File: src/rtl/pll_lock_supervisor.sv
// PLL lock supervisor.
// Runs on the PLL output clock. It synchronises and qualifies the raw lock,
// releases the domain resets one after another, generates programmable
// clock-enable ticks while running, and counts lock-loss events. Any loss of
// lock during release or run drops every domain back into reset and restarts
// qualification.
module pll_lock_supervisor #(
    parameter int unsigned             LOCK_STABLE_CYCLES = 1024,
    parameter int unsigned             NUM_RST            = 3,
    parameter int unsigned             RST_STAGGER        = 16,
    parameter int unsigned             NUM_CH             = 2,
    parameter int unsigned             DIV_W              = 32,
    parameter int unsigned             LOSS_W             = 8,
    parameter logic [NUM_CH*DIV_W-1:0] DIV_INIT           = {NUM_CH{32'd126000000}}
) (
    input  logic                    clk,
    input  logic                    rst_n,
    input  logic                    pll_lock,
    input  logic [NUM_CH*DIV_W-1:0] div_cfg,
    input  logic                    div_load,
    output logic [NUM_RST-1:0]      dom_rst_n,
    output logic                    ready,
    output logic [NUM_CH-1:0]       tick,
    output logic [LOSS_W-1:0]       loss_cnt,
    output logic [2:0]              state_o
);

    // ------------------------------------------------------------------
    // State encoding (kept as plain constants so debug tools that decode
    // state_o numerically stay compatible).
    // ------------------------------------------------------------------
    localparam logic [2:0] S_WAIT_LOCK = 3'd0;
    localparam logic [2:0] S_QUALIFY   = 3'd1;
    localparam logic [2:0] S_RELEASE   = 3'd2;
    localparam logic [2:0] S_RUN       = 3'd3;
    localparam logic [2:0] S_LOST      = 3'd4;

    // The qualification counter only ever holds 0..LOCK_STABLE_CYCLES-1:
    // the cycle that would reach LOCK_STABLE_CYCLES moves straight on to
    // RELEASE instead of storing the final value.
    localparam int unsigned QW = (LOCK_STABLE_CYCLES > 1) ? $clog2(LOCK_STABLE_CYCLES) : 1;
    // The stagger counter likewise holds 0..RST_STAGGER-1.
    localparam int unsigned SW = (RST_STAGGER > 1) ? $clog2(RST_STAGGER) : 1;

    localparam logic [QW-1:0]     QUAL_LAST = QW'(LOCK_STABLE_CYCLES - 1);
    localparam logic [SW-1:0]     STG_LAST  = SW'(RST_STAGGER - 1);
    localparam logic [LOSS_W-1:0] LOSS_MAX  = {LOSS_W{1'b1}};

    // ------------------------------------------------------------------
    // Signals
    // ------------------------------------------------------------------
    logic                    sync_q;
    logic                    lock_s;

    logic [2:0]              state;
    logic [2:0]              state_nxt;
    logic [QW-1:0]           qual_cnt;
    logic [QW-1:0]           qual_nxt;
    logic [SW-1:0]           stg_cnt;
    logic [SW-1:0]           stg_nxt;
    logic [NUM_RST-1:0]      dom_nxt;
    logic                    ready_nxt;

    // Lock dropped while domains were (partly) out of reset.
    logic                    loss_evt;

    logic [NUM_CH*DIV_W-1:0] div_q;
    logic [DIV_W-1:0]        div_ch [NUM_CH];
    logic [DIV_W-1:0]        cnt    [NUM_CH];

    assign state_o  = state;
    assign loss_evt = !lock_s && (state == S_RELEASE || state == S_RUN);

    // Two-flop synchroniser bringing the asynchronous PLL lock into clk.
    // NOTE: every clocked register uses non-blocking assignments so all flops
    // sample the pre-edge values, just like the hardware does.
    always_ff @(posedge clk or negedge rst_n) begin
        if (!rst_n) begin
            sync_q <= 1'b0;
            lock_s <= 1'b0;
        end else begin
            sync_q <= pll_lock;
            lock_s <= sync_q;
        end
    end

    // Sequencer decisions: qualification, staggered release, loss handling.
    // NOTE: every output of this block gets a hold value up front so no path
    // through the case statement can leave one unassigned and infer a latch.
    always_comb begin
        state_nxt = state;
        qual_nxt  = qual_cnt;
        stg_nxt   = stg_cnt;
        dom_nxt   = dom_rst_n;
        ready_nxt = ready;

        case (state)
            // WAIT_LOCK and QUALIFY share one rule: each synchronised-high
            // cycle extends the streak; the cycle that completes it releases
            // domain 0 directly. A low cycle abandons the streak without
            // counting as a loss, because nothing had been released yet.
            S_WAIT_LOCK, S_QUALIFY: begin
                if (lock_s) begin
                    if (qual_cnt == QUAL_LAST) begin
                        state_nxt = S_RELEASE;
                        qual_nxt  = '0;
                        stg_nxt   = '0;
                        dom_nxt   = NUM_RST'(1);
                    end else begin
                        state_nxt = S_QUALIFY;
                        qual_nxt  = qual_cnt + QW'(1);
                    end
                end else begin
                    state_nxt = S_WAIT_LOCK;
                    qual_nxt  = '0;
                end
            end

            // Domains are released in index order, so dom_rst_n is always a
            // thermometer code: shifting in a one releases the next domain.
            // Once the top domain is out of reset, the following cycle
            // enters RUN.
            S_RELEASE: begin
                if (!lock_s) begin
                    state_nxt = S_LOST;
                    stg_nxt   = '0;
                    dom_nxt   = '0;
                    ready_nxt = 1'b0;
                end else if (dom_rst_n[NUM_RST-1]) begin
                    state_nxt = S_RUN;
                    stg_nxt   = '0;
                    ready_nxt = 1'b1;
                end else if (stg_cnt == STG_LAST) begin
                    stg_nxt = '0;
                    dom_nxt = (dom_rst_n << 1) | NUM_RST'(1);
                end else begin
                    stg_nxt = stg_cnt + SW'(1);
                end
            end

            S_RUN: begin
                if (!lock_s) begin
                    state_nxt = S_LOST;
                    dom_nxt   = '0;
                    ready_nxt = 1'b0;
                end
            end

            // LOST lasts exactly one cycle so the loss is visible on state_o
            // before qualification starts over.
            S_LOST: begin
                state_nxt = S_WAIT_LOCK;
                qual_nxt  = '0;
            end

            default: begin
                state_nxt = S_WAIT_LOCK;
                qual_nxt  = '0;
                stg_nxt   = '0;
                dom_nxt   = '0;
                ready_nxt = 1'b0;
            end
        endcase
    end

    // Sequencer registers, including the registered reset and ready outputs.
    always_ff @(posedge clk or negedge rst_n) begin
        if (!rst_n) begin
            state     <= S_WAIT_LOCK;
            qual_cnt  <= '0;
            stg_cnt   <= '0;
            dom_rst_n <= '0;
            ready     <= 1'b0;
        end else begin
            state     <= state_nxt;
            qual_cnt  <= qual_nxt;
            stg_cnt   <= stg_nxt;
            dom_rst_n <= dom_nxt;
            ready     <= ready_nxt;
        end
    end

    // Saturating lock-loss counter; qualification glitches are not losses.
    always_ff @(posedge clk or negedge rst_n) begin
        if (!rst_n) begin
            loss_cnt <= '0;
        end else if (loss_evt && loss_cnt != LOSS_MAX) begin
            loss_cnt <= loss_cnt + LOSS_W'(1);
        end
    end

    // Divisor bank: reloaded from div_cfg on a load strobe in any state.
    always_ff @(posedge clk or negedge rst_n) begin
        if (!rst_n) begin
            div_q <= DIV_INIT;
        end else if (div_load) begin
            div_q <= div_cfg;
        end
    end

    // Split the packed divisor bank into per-channel values.
    always_comb begin
        for (int i = 0; i < NUM_CH; i++) begin
            div_ch[i] = div_q[i*DIV_W +: DIV_W];
        end
    end

    // Tick channels. The counters only advance on cycles that were already in
    // RUN, so the RUN entry cycle is count 0 and the first tick of divisor D
    // appears D cycles after ready rises. A load, leaving RUN, or a lock loss
    // all restart the count and suppress the tick for that edge.
    // NOTE: the per-channel counters are individual flops, not a RAM, so they
    // are cleared by the asynchronous reset like every other register.
    always_ff @(posedge clk or negedge rst_n) begin
        if (!rst_n) begin
            for (int i = 0; i < NUM_CH; i++) begin
                cnt[i] <= '0;
            end
            tick <= '0;
        end else begin
            for (int i = 0; i < NUM_CH; i++) begin
                if (div_load || state != S_RUN || loss_evt) begin
                    cnt[i]  <= '0;
                    tick[i] <= 1'b0;
                end else if (div_ch[i] == '0) begin
                    // Divisor 0 disables the channel.
                    cnt[i]  <= '0;
                    tick[i] <= 1'b0;
                end else if (cnt[i] == div_ch[i] - DIV_W'(1)) begin
                    cnt[i]  <= '0;
                    tick[i] <= 1'b1;
                end else begin
                    cnt[i]  <= cnt[i] + DIV_W'(1);
                    tick[i] <= 1'b0;
                end
            end
        end
    end

endmodule

File: config.mk
export PLATFORM = sky130hd
export DESIGN_NAME = pll_lock_supervisor
export DESIGN_NICKNAME = d
export VERILOG_FILES = /design/src/rtl/pll_lock_supervisor.sv
export SDC_FILE = /design/constraint.sdc
export NUM_CORES = 1
export LEC_CHECK = 0
export BUFFER_PORTS_ARGS = -buffer_cell sky130_fd_sc_hd__buf_2
export CAP_MARGIN = 0
export CELL_PAD_IN_SITES_DETAIL_PLACEMENT = 1
export CELL_PAD_IN_SITES_GLOBAL_PLACEMENT = 1
export CORE_ASPECT_RATIO = 1.1
export CORE_UTILIZATION = 51
export DETAILED_ROUTE_END_ITERATION = 12
export PLACE_DENSITY_LB_ADDON = 0.1
export SLEW_MARGIN = 15
export SYNTH_ARGS = -nofsm -noshare
export SYNTH_HDL_FRONTEND = slang
export SYNTH_SLANG_ARGS = --single-unit
export TNS_END_PERCENT = 5
File: constraint.sdc
create_clock -name clk -period 10.3 [get_ports clk]
set_clock_uncertainty 0.2 [all_clocks]
set_input_delay 1.545 -clock clk [delete_from_list [all_inputs] [get_ports clk]]
set_output_delay 1.545 -clock clk [all_outputs]
set_load 0.05 [all_outputs]
Word level (Yosys, flattened, before mapping) --
Cells that the tools add are included.
Storage, ports and cells: input bits 68, memory bits (writable) 0, bits in latches 0, output and inout bits 17, bits in registers 161, bits in read-only memories 0, memories 0
Cells by class: div/mod/pow operators 0, shift operators 0, equality and inequality tests 16, add/subtract/negate cells 7, bitwise logic cells 3, $lt $le $gt $ge 0, multiply operators 0, reductions and logical operators 18, muxes and demuxes 38
Operators by type and width (number):
- $mux W32 | 6
- $add A32 B1 Y32 const B | 2
- $eq A32 B32 Y1 | 2
- $logic_not A32 Y1 | 2
- $sub A32 B1 Y32 const B | 2
- $mux W3 | 10
- $mux W10 | 2
- $mux W4 | 5
- $pmux W10 S2 | 1
- $pmux W3 S4 | 1
- $pmux W4 S3 | 1
- $add A10 B1 Y10 const B | 1
- $eq A10 B10 Y1 const B | 1
- $mux W1 | 9
- $pmux W3 S3 | 1
- $add A8 B1 Y8 const B | 1
- $ne A8 B8 Y1 const B | 1
- $eq A3 B2 Y1 const B | 2
- $ne A2 B2 Y1 const B | 3
- $ne A3 B2 Y1 const B | 2
- $ne A3 B3 Y1 const B | 2
- $reduce_and A3 Y1 | 2
- $reduce_and A6 Y1 | 1
- $reduce_or A2 Y1 | 3
- other kinds (14) | 19

Longest topological paths before layout --
depth after elaboration 5, depth in mapped cells 11, gate-level depth less buffers 10

Worst setup path after synthesis --
Ideal clock, no wire load.
path kind reg2reg, start point register div_q[32], end point register cnt[3] (netlist name), library setup time 0.157 ns, arrival time 3.241 ns, path buffers 1, data required time 9.943 ns, slack 6.702 ns, clock period less this slack 3.598 ns, cell stages (with the launch flop) 12, cells stage by stage dfrtp_1 -> inv_1 -> ha_1 -> or4b_1 -> or4_4 -> nor3_1 -> mux2_2 -> a31oi_1 -> o22ai_1 -> nor4_4 -> buf_6 -> nor3_1
Between the ends: longest elaborated chain between the ends 5, elaborated cells on any way between the ends 6, classes of those cells add/sub: 1; eq/ne: 1; mux: 3; reduce/logical: 1
RTL lines:
- start: declaration | RTL line 67 | logic [NUM_CH*DIV_W-1:0] div_q;
- start signal: assignment | RTL line 197 | div_q <= div_cfg;
- $sub A32 B1 Y32 | RTL line 229 | end else if (cnt[i] == div_ch[i] - DIV_W'(1)) begin
- $eq A32 B32 Y1 | RTL line 229
- $mux W32 | RTL line 229
- $mux W32 (*) | RTL line 225 | end else if (div_ch[i] == '0) begin
- $mux W32 (*) | RTL line 222 | if (div_load || state != S_RUN || loss_evt) begin
- end signal: indexed assignment | RTL line 233 | cnt[i] <= cnt[i] + DIV_W'(1);
- end: declaration | RTL line 69 | logic [DIV_W-1:0] cnt [NUM_CH];
Mark *: on every way between the ends. The rest lies on a longest branch, timed or not. A chain may end at the register's enable or synchronous reset.

Worst setup path in the final report --
start point register div_q[32], end point register tick[1]
Between the ends: longest elaborated chain between the ends 5, elaborated cells on any way between the ends 6, classes of those cells add/sub: 1; eq/ne: 1; mux: 3; reduce/logical: 1
RTL lines:
- $sub A32 B1 Y32 | RTL line 229
- $eq A32 B32 Y1 | RTL line 229
- $mux W1 | RTL line 229
- $mux W1 (*) | RTL line 225
- $mux W1 (*) | RTL line 222
- end signal: indexed assignment | RTL line 224 | tick[i] <= 1'b0;
- end signal: indexed assignment | RTL line 228 | tick[i] <= 1'b0;
- end signal: indexed assignment | RTL line 231 | tick[i] <= 1'b1;
- end: declaration | RTL line 23 | output logic [NUM_CH-1:0] tick,
Marks and branches as above.

==> run summary <==
CP required: 10.47 ns
critical path's slowest cell: or4b_1
first-pass GRT wire length: 38760 um
CTS tree: yes
sum of negative setup slack: 0 ns
kind of cell adding the most delay to the critical path: simple AND/OR/NAND/NOR gates
Worst-Margin Slew: 0.9145 ns
Top FF cell, synth: dfrtp_1
Peak Freq: 241.2 MHz
# hold bufs at CTS: 0
Num CTS Buffers: 17
filler instances: 2009
vias in the first global route: 7614
vias per inst: 5.767
syn nets: 1020
DR iter-0 viols: 386
pre-CTS setup slack: 6.285 ns
maximum vdd drop: 0.1158 mV
Final period util: 40.25%
min-delay worst type: reg -> reg
biggest cell delay along the critical path: 0.56 ns
Avg WL per Cell: 18.10 um
clock latency on the worst-skew pair: 0.43 ns
asr flop ratio synth: 100.0%
Sequential Area: 4056 sq um
final hold vios: 0
Arr. time, crit path: 4.31 ns
Avg Cell Area, Syn: 9.746 sq um
clock-pin transition on the worst setup and hold timing paths: 0.07 ns
DP Area: 9826 sq um
Hold Path Stages: 0
fin crit period: 4.145 ns
Post-CTS Setup Inserts: 0
WL final: 23000 um
Max-slew headroom: 39.03%
top-area cell type share of the netlist area: 37.77%
CTS Sinks: 161
Post-CTS Resized: 0
post-synthesis sequential area ratio: 44.04%
die height: 142.9 um
CP Buf/Inv Count: 2
core area: 17680 sq um
Root Driver: clkbuf_16
Final setup viols: 0
Netlist cell types: 62
synth top area cells: dfrtp_1, xnor2_1, mux2_2, dfstp_2, xor2_1
Ports: 85
std cell rows: 51
area of the multi-input gates: 4943 sq um
gr usage total: 26.72%
Worst R2R Start: div_q[32]$_DFFE_PN0P_
initial antenna violation count: 2
WHS: 0.1538 ns
Max Cap Viol: 0
Post-synth EDFFs: 0
RSZ-0062 raised after global routing: no
routed vias: 7330
H-tree depth: 4
Initial DRT Pass Iterations: 4
beginning of the worst hold path: sync_q$_DFF_PN0_
total inserted antenna cells: 0
Final WS setup: 6.155 ns
die area: 18600 sq um
Pleak: 4.239 nW
Final Max Slew Viols: 0
gpl congestion: 0.8495
synthesized cell area: 9210 sq um
flops & latches, synth: 161
DP HPWL: 16130 um
drc violations: 0
reg2reg path depth: 11
Die Wd: 130.1 um
outcome: complete, no violations
total grt overflow: 0
proportion of layout cells with a drive suffix above 1: 21.59%
Mapped Cells: 945
most frequent cells in the layout: dfrtp_1, nor2_1, xnor2_1
YS warnings: 0
port bufs: 84
crit end category: flop
Reg2Reg Capture Point: tick[1]$_DFF_PN0_
Synth area leader: dfrtp_1
commonest non-fill, non-tap cell in the layout: dfrtp_1
Layout area overhead: 13.54%
Final nets: 1095
hold endpoint: lock_s$_DFF_PN0_
CP startpoint kind: flop
R2R Setup Slk: 6.15 ns
largest net degree at the start of global routing: 100
critical path peak fanout: 33
CP Cell Sequence: inv_1, ha_1, or4b_1, or4_4, or2_1, nor4b_1, xnor2_1, nand4_1, nor4_4, buf_4, and2_1
fin area: 10460 sq um
Total Power: 1.532 mW
Initial Utilization: 52.11%
Routed Antenna Nets: 0
Clock Path Buffers: 2
Setup Crit Path Kind: reg -> reg
Power per Cell Area: 146.5 nW/um^2
-- registers in the layout, indices dropped and copies added (netlist names), 2 cells and up --
signal and flops:
cnt 64, div_q 64, dom_rst_n 3, loss_cnt 8, qual_cnt 10, state_o 3, stg_cnt 4, tick 2
-- cells by family (layout without fill, tap and decap cells) --
kind of cell | Yosys count | after routing | share of synthesized area, %
xor+xnor | 149 | 149 | 14.17
compound gates | 98 | 98 | 6.983
fa+ha+maj | 7 | 7 | 0.9509
buf+inv | 49 | 137 | 2.364
flops | 161 | 161 | 44.04
mux | 72 | 72 | 8.694
simple gates | 409 | 409 | 22.80
-- report_power, final --
part           internal, mW  switching (mW)
combinational        0.0728          0.0741
clock                 0.409           0.266
sequential            0.666          0.0439
-- routing by layer --
metal  part of all wire, %  track usage (%)  up-vias  wire, um
met4                   2.8            10.22        4       636
met3                   2.7            4.346       49       629
li1                      -                -     3492         -
met5                  0.15                0        -        34
met2                    50            45.55      122     11580
met1                    44            33.74     3663     10120
-- through the flow --
step / instances / util, %
3_5_place_dp: 1239 / 55.59
6_report: 1271 / 59.16
3_3_place_gp: 1239 / 55.59
4_1_cts: 1271 / 59.16
2_1_floorplan: 945 / -
5_1_grt: 1271 / 59.16
-- area by class of cell --
| cell class | instances | area share (%) |
|---|---|---|
| multi-input cells | 735 | 47.27 |
| well taps | 238 | 2.848 |
| clock inverters | 11 | 1.448 |
| flip-flops and latches | 161 | 38.79 |
| repair buffers | 90 | 4.511 |
| clock buffers | 21 | 4.594 |
| inverters | 15 | 0.5384 |
-- synth_stat cells (all sizes together), types with 4 or more instances --
library cell	number
a211oi	5
a21oi	20
a31oi	4
and2	4
and3	22
buf	9
clkbuf	25
dfrtp	139
dfstp	22
ha	7
inv	15
mux2	64
mux2i	8
nand2	79
nand2b	6
nand3	44
nand3b	6
nand4	14
nor2	101
nor2b	13
nor3	52
nor4	23
o211ai	4
o21ai	32
o31ai	8
or2	8
or3	7
or4	10
xnor2	88
xor2	61
-- worst max path at each step --
stage	startpoint	end	slack (ns)	cells past startpoint
after floorplan	div_q[32]$_DFFE_PN0P_	cnt[3]$_DFF_PN0_	6.70	11
after global placement	div_q[32]$_DFFE_PN0P_	tick[1]$_DFF_PN0_	6.38	11
after detailed placement	div_q[32]$_DFFE_PN0P_	cnt[31]$_DFF_PN0_	6.29	11
after CTS	div_q[33]$_DFFE_PN0P_	cnt[24]$_DFF_PN0_	6.18	11
after global routing	div_q[32]$_DFFE_PN0P_	cnt[29]$_DFF_PN0_	5.95	11
final	div_q[32]$_DFFE_PN0P_	tick[1]$_DFF_PN0_	6.15	11
No activity file was read; power rests on OpenSTA's default activity.
